===== src/rtl/imem_loader.sv =====
// -----------------------------------------------------------------------------
// imem_loader
//
// Boot-time program loader and port sequencer for a single-port instruction
// memory. After reset it accepts a stream of 32-bit instruction words and
// writes them to consecutive word addresses. If the program is shorter than the
// memory, the remaining tail is padded with FILL_WORD. It then releases the
// core (o_cpu_run) and hands the memory address port over to the fetch PC.
//
// Ports
//   i_clk           rising-edge clock
//   i_reset         asynchronous assert, active-high
//   i_load_valid    load stream word valid
//   o_load_ready    loader accepts a word this cycle (LOAD state only)
//   i_load_data     instruction word
//   i_load_last     final word of the program (sampled only on handshake)
//   i_pc            core fetch byte address
//   o_imem_we       memory write enable (memory writes on posedge i_clk)
//   o_imem_addr     memory word address, shared by loader writes and fetch
//   o_imem_wdata    memory write data
//   o_cpu_run       core may fetch/execute; 0 holds the core stalled
//   o_fetch_fault   pc is misaligned or beyond DEPTH words (only while running)
//   o_words_loaded  number of program words accepted from the stream
// -----------------------------------------------------------------------------
module imem_loader #(
    parameter int          DEPTH     = 8,
    parameter int          AW        = $clog2(DEPTH),
    parameter logic [31:0] FILL_WORD = 32'h0000_0013
) (
    input  logic          i_clk,
    input  logic          i_reset,
    input  logic          i_load_valid,
    output logic          o_load_ready,
    input  logic [31:0]   i_load_data,
    input  logic          i_load_last,
    input  logic [31:0]   i_pc,
    output logic          o_imem_we,
    output logic [AW-1:0] o_imem_addr,
    output logic [31:0]   o_imem_wdata,
    output logic          o_cpu_run,
    output logic          o_fetch_fault,
    output logic [AW:0]   o_words_loaded
);

    typedef enum logic [1:0] {
        ST_LOAD = 2'd0,
        ST_FILL = 2'd1,
        ST_RUN  = 2'd2
    } state_t;

    state_t        r_state;
    state_t        w_state_next;
    logic [AW-1:0] r_wr_ptr;
    logic [AW:0]   r_words_loaded;
    logic          r_cpu_run;

    logic          w_handshake;
    logic          w_ptr_at_end;
    logic          w_ptr_adv;

    assign w_handshake  = (r_state == ST_LOAD) & i_load_valid;
    assign w_ptr_at_end = (r_wr_ptr == AW'(DEPTH - 1));
    // Every LOAD handshake and every FILL cycle consumes exactly one word slot.
    assign w_ptr_adv    = w_handshake | (r_state == ST_FILL);

    // -------------------------------------------------------------------------
    // State register
    // -------------------------------------------------------------------------
    always_ff @(posedge i_clk or posedge i_reset) begin
        if (i_reset) begin
            r_state <= ST_LOAD;
        end else begin
            r_state <= w_state_next;
        end
    end

    // -------------------------------------------------------------------------
    // Next-state logic
    // -------------------------------------------------------------------------
    always_comb begin
        w_state_next = r_state;
        case (r_state)
            ST_LOAD: begin
                if (w_handshake) begin
                    // A word landing in the last slot fills the memory, so
                    // load_last no longer matters and no padding is needed.
                    if (w_ptr_at_end) begin
                        w_state_next = ST_RUN;
                    end else if (i_load_last) begin
                        w_state_next = ST_FILL;
                    end
                end
            end
            ST_FILL: begin
                if (w_ptr_at_end) begin
                    w_state_next = ST_RUN;
                end
            end
            ST_RUN: begin
                w_state_next = ST_RUN;
            end
            default: begin
                w_state_next = ST_LOAD;
            end
        endcase
    end

    // -------------------------------------------------------------------------
    // Datapath registers: write pointer, accepted-word counter, run flag
    // -------------------------------------------------------------------------
    always_ff @(posedge i_clk or posedge i_reset) begin
        if (i_reset) begin
            r_wr_ptr       <= '0;
            r_words_loaded <= '0;
            r_cpu_run      <= 1'b0;
        end else begin
            // DEPTH is a power of two, so the pointer wraps to 0 on its own
            // after the last slot is written.
            if (w_ptr_adv) begin
                r_wr_ptr <= r_wr_ptr + AW'(1);
            end
            if (w_handshake) begin
                r_words_loaded <= r_words_loaded + (AW+1)'(1);
            end
            // Rises in the cycle after the final memory write.
            r_cpu_run <= (w_state_next == ST_RUN);
        end
    end

    // -------------------------------------------------------------------------
    // Output logic
    // -------------------------------------------------------------------------
    always_comb begin
        o_load_ready = 1'b0;
        o_imem_we    = 1'b0;
        o_imem_addr  = r_wr_ptr;
        o_imem_wdata = i_load_data;
        case (r_state)
            ST_LOAD: begin
                o_load_ready = 1'b1;
                o_imem_we    = i_load_valid;
            end
            ST_FILL: begin
                o_imem_we    = 1'b1;
                o_imem_wdata = FILL_WORD;
            end
            ST_RUN: begin
                // Fetch owns the address port; word address from the byte PC.
                o_imem_addr  = i_pc[AW+1:2];
            end
            default: begin
                o_load_ready = 1'b0;
            end
        endcase
    end

    // The address still follows the PC on a fault; the core decides what to do.
    assign o_fetch_fault  = r_cpu_run &
                            ((i_pc[1:0] != 2'b00) | (i_pc[31:AW+2] != '0));
    assign o_cpu_run      = r_cpu_run;
    assign o_words_loaded = r_words_loaded;

endmodule


===== config.mk =====
export PLATFORM = sky130hd
export DESIGN_NAME = imem_loader
export DESIGN_NICKNAME = d
export VERILOG_FILES = /design/src/rtl/imem_loader.sv
export SDC_FILE = /design/constraint.sdc
export NUM_CORES = 1
export LEC_CHECK = 0
export CORE_UTILIZATION = 26
export CTS_CLUSTER_DIAMETER = 120
export CTS_CLUSTER_SIZE = 16
export DETAILED_ROUTE_END_ITERATION = 12
export PLACE_DENSITY = 0.89
export SYNTH_ARGS = -nofsm -noshare
export SYNTH_HDL_FRONTEND = slang
export SYNTH_SLANG_ARGS = --single-unit

===== constraint.sdc =====
create_clock -name i_clk -period 3.1 [get_ports i_clk]
set_input_delay 0.465 -clock i_clk [delete_from_list [all_inputs] [get_ports i_clk]]
set_output_delay 0.465 -clock i_clk [all_outputs]
set_load 0.05 [all_outputs]

* Yosys cells after proc, flatten, opt, wreduce, memory -nomap -nowiden
Index checks and enable logic that the tools add are counted.
** Storage, ports and cells
- Bits in latches :: 0
- Memories :: 0
- Input bits :: 68
- Bits in read-only memories :: 0
- Memory bits (writable) :: 0
- Register bits after elaboration :: 10
** Operators by class
- $mul :: 0
- Div/mod/pow operators :: 0
- Bitwise gates (word level) :: 4
- Mux-type cells :: 9
- Shift-type cells :: 0
- Eq/ne operators :: 4
- Reduce and logical (&&, ||, !) cells :: 3
- $lt $le $gt $ge :: 0
- Add/subtract/negate cells :: 2
** Operator list (number)
- $mux W32 :: 1
- $reduce_bool A27 Y1 :: 1
- $mux W2 :: 4
- $pmux W2 S3 :: 1
- $add A4 B1 Y4 const B :: 1
- $eq A2 B2 Y1 const B :: 2
- $add A3 B1 Y3 const B :: 1
- $eq A3 B3 Y1 const B :: 1
- $mux W3 :: 1
- $and A1 B1 Y1 :: 2
- $eq A2 B1 Y1 const B :: 1
- $logic_not A2 Y1 :: 1
- $or A1 B1 Y1 :: 2
- $pmux W1 S2 :: 1
- $reduce_bool A2 Y1 :: 1
- $mux W1 :: 1

* Logic depth before layout (Yosys ltp)
Gate-level depths: netlist (run 1).
- Depth after elaboration :: 5
- Depth in mapped cells :: 4
- Gate-level depth less buffers :: 4

* Least setup slack after synthesis (run 1)
OpenSTA, ideal clock, no wires.
- Path kind :: register to output
- Start point :: reg r_state[1]
- End point :: out o_imem_wdata[10]
- Path buffers :: 1
- Path slack :: 1357 ps
- Cell stages (with the launch flop) :: 4
- Arrival :: 1278 ps
- Required time :: 2635 ps
- Cells stage by stage :: dfrtp_1 -> nand2b_2 -> clkbuf_1 -> and2_1
** Between the ends
- Cells in the longest elaborated chain, start to end :: 2
** RTL lines
- start: declaration :: line 51 : state_t r_state;
- start signal: assignment :: line 73 : r_state <= w_state_next;
- $eq A2 B1 Y1 :: line 138 : case (r_state)
- $mux W32 :: line 138
- end: declaration :: line 39 : output logic [31:0] o_imem_wdata,
No other way between the ends.

* Final worst setup path (run 1)
- Start point :: in i_load_valid
- End point :: out o_imem_we
** Between the ends
- Cells in the longest elaborated chain, start to end :: 1
** RTL lines
- start: declaration :: line 32 : input logic i_load_valid,
- $pmux W1 S2 :: line 138
- end: declaration :: line 37 : output logic o_imem_we,
No other way between the ends.

==> impl_metrics.tcl, run 1 <==
set metrics [dict create \
    clockBufferDepth 2 \
    syn2layout_area_growth_pct 150 \
    status "finished with violations" \
    dpl-instance-area_sq_um 1910 \
    start_util 0.277 \
    end_kind "output port" \
    hold_buffers 0 \
    netlist_area_sq_um 778 \
    maxSlewViolCount 0 \
    nets 266 \
    antenna_cells 0 \
    fin_tns_setup_ps 0 \
    ys_seq_area_frac 0.322 \
    comb_power_share 0.819 \
    grt_max_degree 34 \
    antenna_found_initial 0 \
    slew_headroom 0.652 \
    cts_root_buf "clkbuf_4" \
    grt_pass1_wl_microns 4820 \
    clock-sinks 10 \
    cts_setup_buffers 0 \
    insertion_delay_ps 270 \
    postCtsResizedCells 0 \
    yosysUniqueCellTypes 24 \
    slowest_delay_ps 790 \
    critPathRequiredTime_ps 2630 \
    violations "DRC" \
    power.switching_uw 1250 \
    grt_pass1_vias 1090 \
    r2r_end "r_wr_ptr[1]" \
    setup_viol 0 \
    rsz0062_at_grt "no" \
    p_int_uw 954 \
    firstDrtPassIters 8 \
    clkPwrFrac 0.054 \
    place_hpwl_microns 2760 \
    start_kind "input pin" \
    synthAdderAreaFrac 0.0482 \
    r2r_cells 3 \
    path_class "input pin to output port" \
    synth_nets 154 \
    ys.flop_type "dfrtp_1" \
    drt_iter0_drc 53 \
    drc 20 \
    critPathArrivalTime_ps 2280 \
    cp.buffers_inverters 3 \
    maxCapViolations 0 \
    fillers 220 \
    crit_chain "clkdlybuf4s50_1 -> nor3b_4 -> nor2b_4 -> inv_1 -> clkdlybuf4s50_1" \
    cp_top_family "buffers and inverters" \
    finalNonFillerCells 225 \
    io_buffers 110 \
    layout_min_cycle_time_ps 2740 \
    wire_per_inst_microns 14.4 \
    worstHoldPathType "input pin to asynchronous set/reset pin" \
    synthMuxAreaShare 0.0965 \
    max_clock_freq_mhz 365 \
    routed_wl_microns 3240 \
    min_period_over_period 0.884 \
    crit_path_frequent_cell "clkdlybuf4s50_1" \
    vias_per_cell 4.47 \
    powerDensity_nw_per_um2 1130 \
    p_total_uw 2200 \
    synth-xor-area-share 0.0450 \
    ir_drop_mv 0.772 \
    async_reset_ff_frac 1.00 \
    reg2reg_slack_ps 1450 \
    cts_tree "yes" \
    syn_inst 83 \
    rows 19 \
    critPathSlowestCell "clkdlybuf4s50_1" \
    antenna_left 0 \
    htreeDepth 1 \
    tightestPinTransition_ps 520 \
    gp_congestion 0.740 \
    finalHoldViolations 0 \
    cp_max_fo 5 \
    clk_pin_slew_worst_paths_ps 70 \
    design_area_sq_um 1940 \
    cts_made_buffers 3 \
    syn_area_per_cell_sq_um 9.38 \
    p_leak_uw 0.000773 \
    p_sw_frac 0.567 \
    grtUsageTotal 0.195 \
    dp.cells 221 \
    die_x_microns 56.7 \
    clock-skew-final_ps 4.29 \
    yosys_warnings 0 \
    drive_gt1_frac 0.0670 \
    vias 1006 \
    finish.utilization 0.693 \
    synth_compound_area_frac 0.0418 \
    seq_power_share 0.127 \
    synth_seq_cells 10 \
    dieHeight_microns 56.7 \
    synth_top_family_by_area "simple AND/OR/NAND/NOR gates" \
    core_sq_um 2810 \
    r2r_start "r_state[1]" \
    synth-simple-area-share 0.423 \
    synth_enable_flop_cells 0 \
    io_pins 111 \
    die_area_sq_um 3220 \
    grt_overflow 0 \
]
[power groups by stage]
stage	sequential, uW	combinational (uW)	clock (uW)
after CTS	279	1820	120
after global routing	291	1880	127
after detailed placement	281	1810	0
after floorplan	382	1110	0
after global placement	275	1780	0
final	279	1800	119
[worst max-delay path by stage]
| stage | start | depth (start not counted) | endpoint |
|---|---|---|---|
| floorplan | r_state[1] | 3 | o_imem_wdata[10] |
| global placement | i_load_valid | 5 | o_imem_we |
| detailed placement | i_load_valid | 5 | o_imem_we |
| CTS | i_load_valid | 5 | o_imem_we |
| global route | r_state[1] | 4 | o_imem_we |
| finish | i_load_valid | 5 | o_imem_we |
[logic make-up (layout without fill, tap and decap cells)]
group | after synthesis | after routing
DFF | 10 | 10
adders and majority gates | 3 | 3
buffers and inverters | 5 | 116
and+or+nand+nor | 50 | 50
xor gates and xnor gates | 4 | 4
AOI/OAI and AO/OA | 5 | 5
muxes | 6 | 6
[area by class of cell]
class                   instances  area, sq um  share of cell area
inverters                       2         7.51             0.00386
multi-input cells              68          509               0.262
clock buffers                   4         36.3              0.0187
repair buffers                110         1100               0.567
flip-flops and latches         10          250               0.129
well taps                      31         38.8              0.0200
[cells in the mapped netlist (3+ instances only)]
library cell,number,area (sq um)
and2_1,29,181
nand4_1,3,18.8
clkbuf_1,3,11.3
ha_1,3,37.5
mux2_2,4,45.0
nor4_1,6,37.5
xnor2_1,3,26.3
dfrtp_1,10,250
[flip-flops by register name, indices dropped and copies added (netlist names)]
signal and cells:
o_words_loaded 4, r_wr_ptr 3, r_state 2, o_cpu_run 1
[layer usage]
metal / global-route usage / wire length [microns] / vias to the layer above
met2: 0.393 / 1770 / 54
met1: 0.186 / 1100 / 445
met4: 0.0714 / 63 / 0
met3: 0.0461 / 302 / 6
li1: - / - / 501
met5: 0 / 0 / -
[per-stage QoR]
| stage | hold WS [ps] | setup slack, ps |
|---|---|---|
| after global routing | 505 | 249 |
| after detailed placement | 478 | 354 |
| after global placement | 466 | 372 |
| after floorplan | 305 | 1360 |
| after CTS | 489 | 346 |
| final | 474 | 358 |
[cell usage in the layout, fill, tap and decap left out, types with 2 or more instances in the layout]
cell               n
nand4_1            3
clkdlybuf4s50_1  110
and2_1            29
xnor2_1            3
nor3_1             2
o21bai_1           2
dfrtp_1           10
mux2_2             4
nor2_1             2
nor4_1             6
mux2_4             2
or2b_1             2
clkbuf_4           3
ha_1               3
inv_1              2
[worst reg2reg max path, stage by stage, from the launching register on]
cell	delay (ps)
dfrtp_1	480
nand2b_2	450
nor2b_4	300
mux2_4	320
Power figures use the tool's default switching activity.
==> run 2, diff against run 1 <==
Settings changed: SETUP_SLACK_MARGIN set to 0.05.
==> results of run 2 <==
Same layout as run 1: the final DEF is identical, and so are final timing and power.
==> run 3, diff against run 2 <==
Settings changed: REMOVE_ABC_BUFFERS set to 1.
==> run 3 against run 2 <==
Net effect:
- the flow still finishes with violations (DRC)
- critical path depth unchanged
- die area unchanged
- fmax shrank 0.48%
- hold slack got worse by 6.8 ps
- global-route usage rose by 0.62 points
- clock skew fell by 2.2 ps
- first-iteration DRC count down 1.9%
- design area stayed put
- count of clock-buffer cells in the layout is the same
- combinational power about the same
- utilization unchanged
- critical endpoint unchanged
- largest cell class unchanged
- largest power group unchanged
- highest routed layer is now met3
==> impl_metrics.tcl, run 3 (synthesis results as in run 1) <==
set metrics [dict create \
    io_pins 111 \
    drive_gt1_frac 0.0670 \
    start_util 0.277 \
    cts_made_buffers 3 \
    cts_root_buf "clkbuf_4" \
    firstDrtPassIters 8 \
    clock-skew-final_ps 2.08 \
    ir_drop_mv 0.858 \
    place_hpwl_microns 2910 \
    postCtsResizedCells 0 \
    cp_max_fo 5 \
    hold_buffers 0 \
    fin_tns_setup_ps 0 \
    cp.buffers_inverters 3 \
    maxSlewViolCount 0 \
    status "finished with violations" \
    clock-sinks 10 \
    drc 20 \
    crit_chain "clkdlybuf4s50_1 -> nor3b_4 -> nor2b_4 -> inv_1 -> clkdlybuf4s50_1" \
    grt_overflow 0 \
    cts_setup_buffers 0 \
    htreeDepth 1 \
    start_kind "input pin" \
    design_area_sq_um 1940 \
    max_clock_freq_mhz 363 \
    final_cell_mix "clkdlybuf4s50_1 (110), and2_1 (29), dfrtp_1 (10)" \
    slowest_delay_ps 790 \
    finalHoldViolations 0 \
    syn2layout_area_growth_pct 150 \
    core_sq_um 2810 \
    finalNonFillerCells 225 \
    maxCapViolations 0 \
    vias 1010 \
    crit_path_frequent_cell "clkdlybuf4s50_1" \
    critPathRequiredTime_ps 2630 \
    r2r_cells 3 \
    rsz0062_at_grt "no" \
    fillers 226 \
    layout_min_cycle_time_ps 2750 \
    dp.cells 221 \
    nets 266 \
    whs_ps 467 \
    antenna_cells 0 \
    vias_per_cell 4.49 \
    drt_iter0_drc 52 \
    worstHoldPathType "input pin to asynchronous set/reset pin" \
    grtUsageTotal 0.201 \
    die_x_microns 56.7 \
    wire_per_inst_microns 14.9 \
    routed_wl_microns 3350 \
    insertion_delay_ps 260 \
    slew_headroom 0.636 \
    violations "DRC" \
    powerDensity_nw_per_um2 1130 \
    clockBufferDepth 2 \
    cp_top_family "buffers and inverters" \
    grt_max_degree 34 \
    die_area_sq_um 3220 \
    min_period_over_period 0.889 \
    dpl-instance-area_sq_um 1910 \
    cts_tree "yes" \
    p_leak_uw 0.000773 \
    path_class "input pin to output port" \
    io_buffers 110 \
    critPathArrivalTime_ps 2290 \
    gp_congestion 0.728 \
    grt_pass1_wl_microns 4930 \
    clk_pin_slew_worst_paths_ps 70 \
    cp_num_cells 5 \
    setup_viol 0 \
    antenna_left 0 \
    critPathSlowestCell "clkdlybuf4s50_1" \
    antenna_found_initial 0 \
    end_kind "output port" \
    grt_pass1_vias 988 \
    tightestPinTransition_ps 544 \
    final_common_cell "clkdlybuf4s50_1" \
    largest_reg_flops 4 \
    rows 19 \
    dieHeight_microns 56.7 \
]
==> run 3: cell counts in the layout (fill, tap and decap cells not counted) <==
No cell type changed its count.
==> run 3: power by group <==
part	internal, uW	total, uW	switching [uW]
Clock	71.3	118	46.9
Sequential	201	280	78.7
Combinational	681	1800	1120
Total	954	2200	1250
==> run 3: area by class of cell <==
class | instances | area (sq um) | area share
Sequential cell | 10 | 250 | 0.129
Timing Repair Buffer | 110 | 1100 | 0.567
Inverter | 2 | 7.51 | 0.00386
Multi-Input combinational cell | 68 | 509 | 0.262
Clock buffer | 4 | 36.3 | 0.0187
Tap cell | 31 | 38.8 | 0.0200
==> run 3: path summary, 6_finish.rpt <==
| check | to | slack, ps | startpoint |
|---|---|---|---|
| max | o_imem_we | 350 | i_load_valid |
| min in group i_clk | o_words_loaded[3] | 480 | o_words_loaded[3] |
| max reg2reg | r_wr_ptr[1] | 1430 | r_state[1] |
| min | o_words_loaded[0] | 470 | i_reset |
| min reg2reg | o_words_loaded[3] | 480 | o_words_loaded[3] |
| max in group asynchronous | r_state[1] | 2370 | i_reset |
==> run 3: per-stage QoR <==
stage,utilization,setup WS [ps],total power [uW]
6_report,0.693,345,2200
5_1_grt,0.693,218,2300
4_1_cts,0.693,343,2220
3_5_place_dp,0.680,346,2100
3_3_place_gp,0.680,390,2060
2_1_floorplan,-,1340,1470
==> run 3: metal layers <==
| layer | track usage | vias up | part of all wire |
|---|---|---|---|
| li1 | - | 503 | - |
| met1 | 0.195 | 454 | 0.32 |
| met2 | 0.418 | 53 | 0.56 |
| met3 | 0.0576 | 0 | 0.12 |
| met4 | 0.0214 | 0 | 0 |
| met5 | 0 | - | 0 |
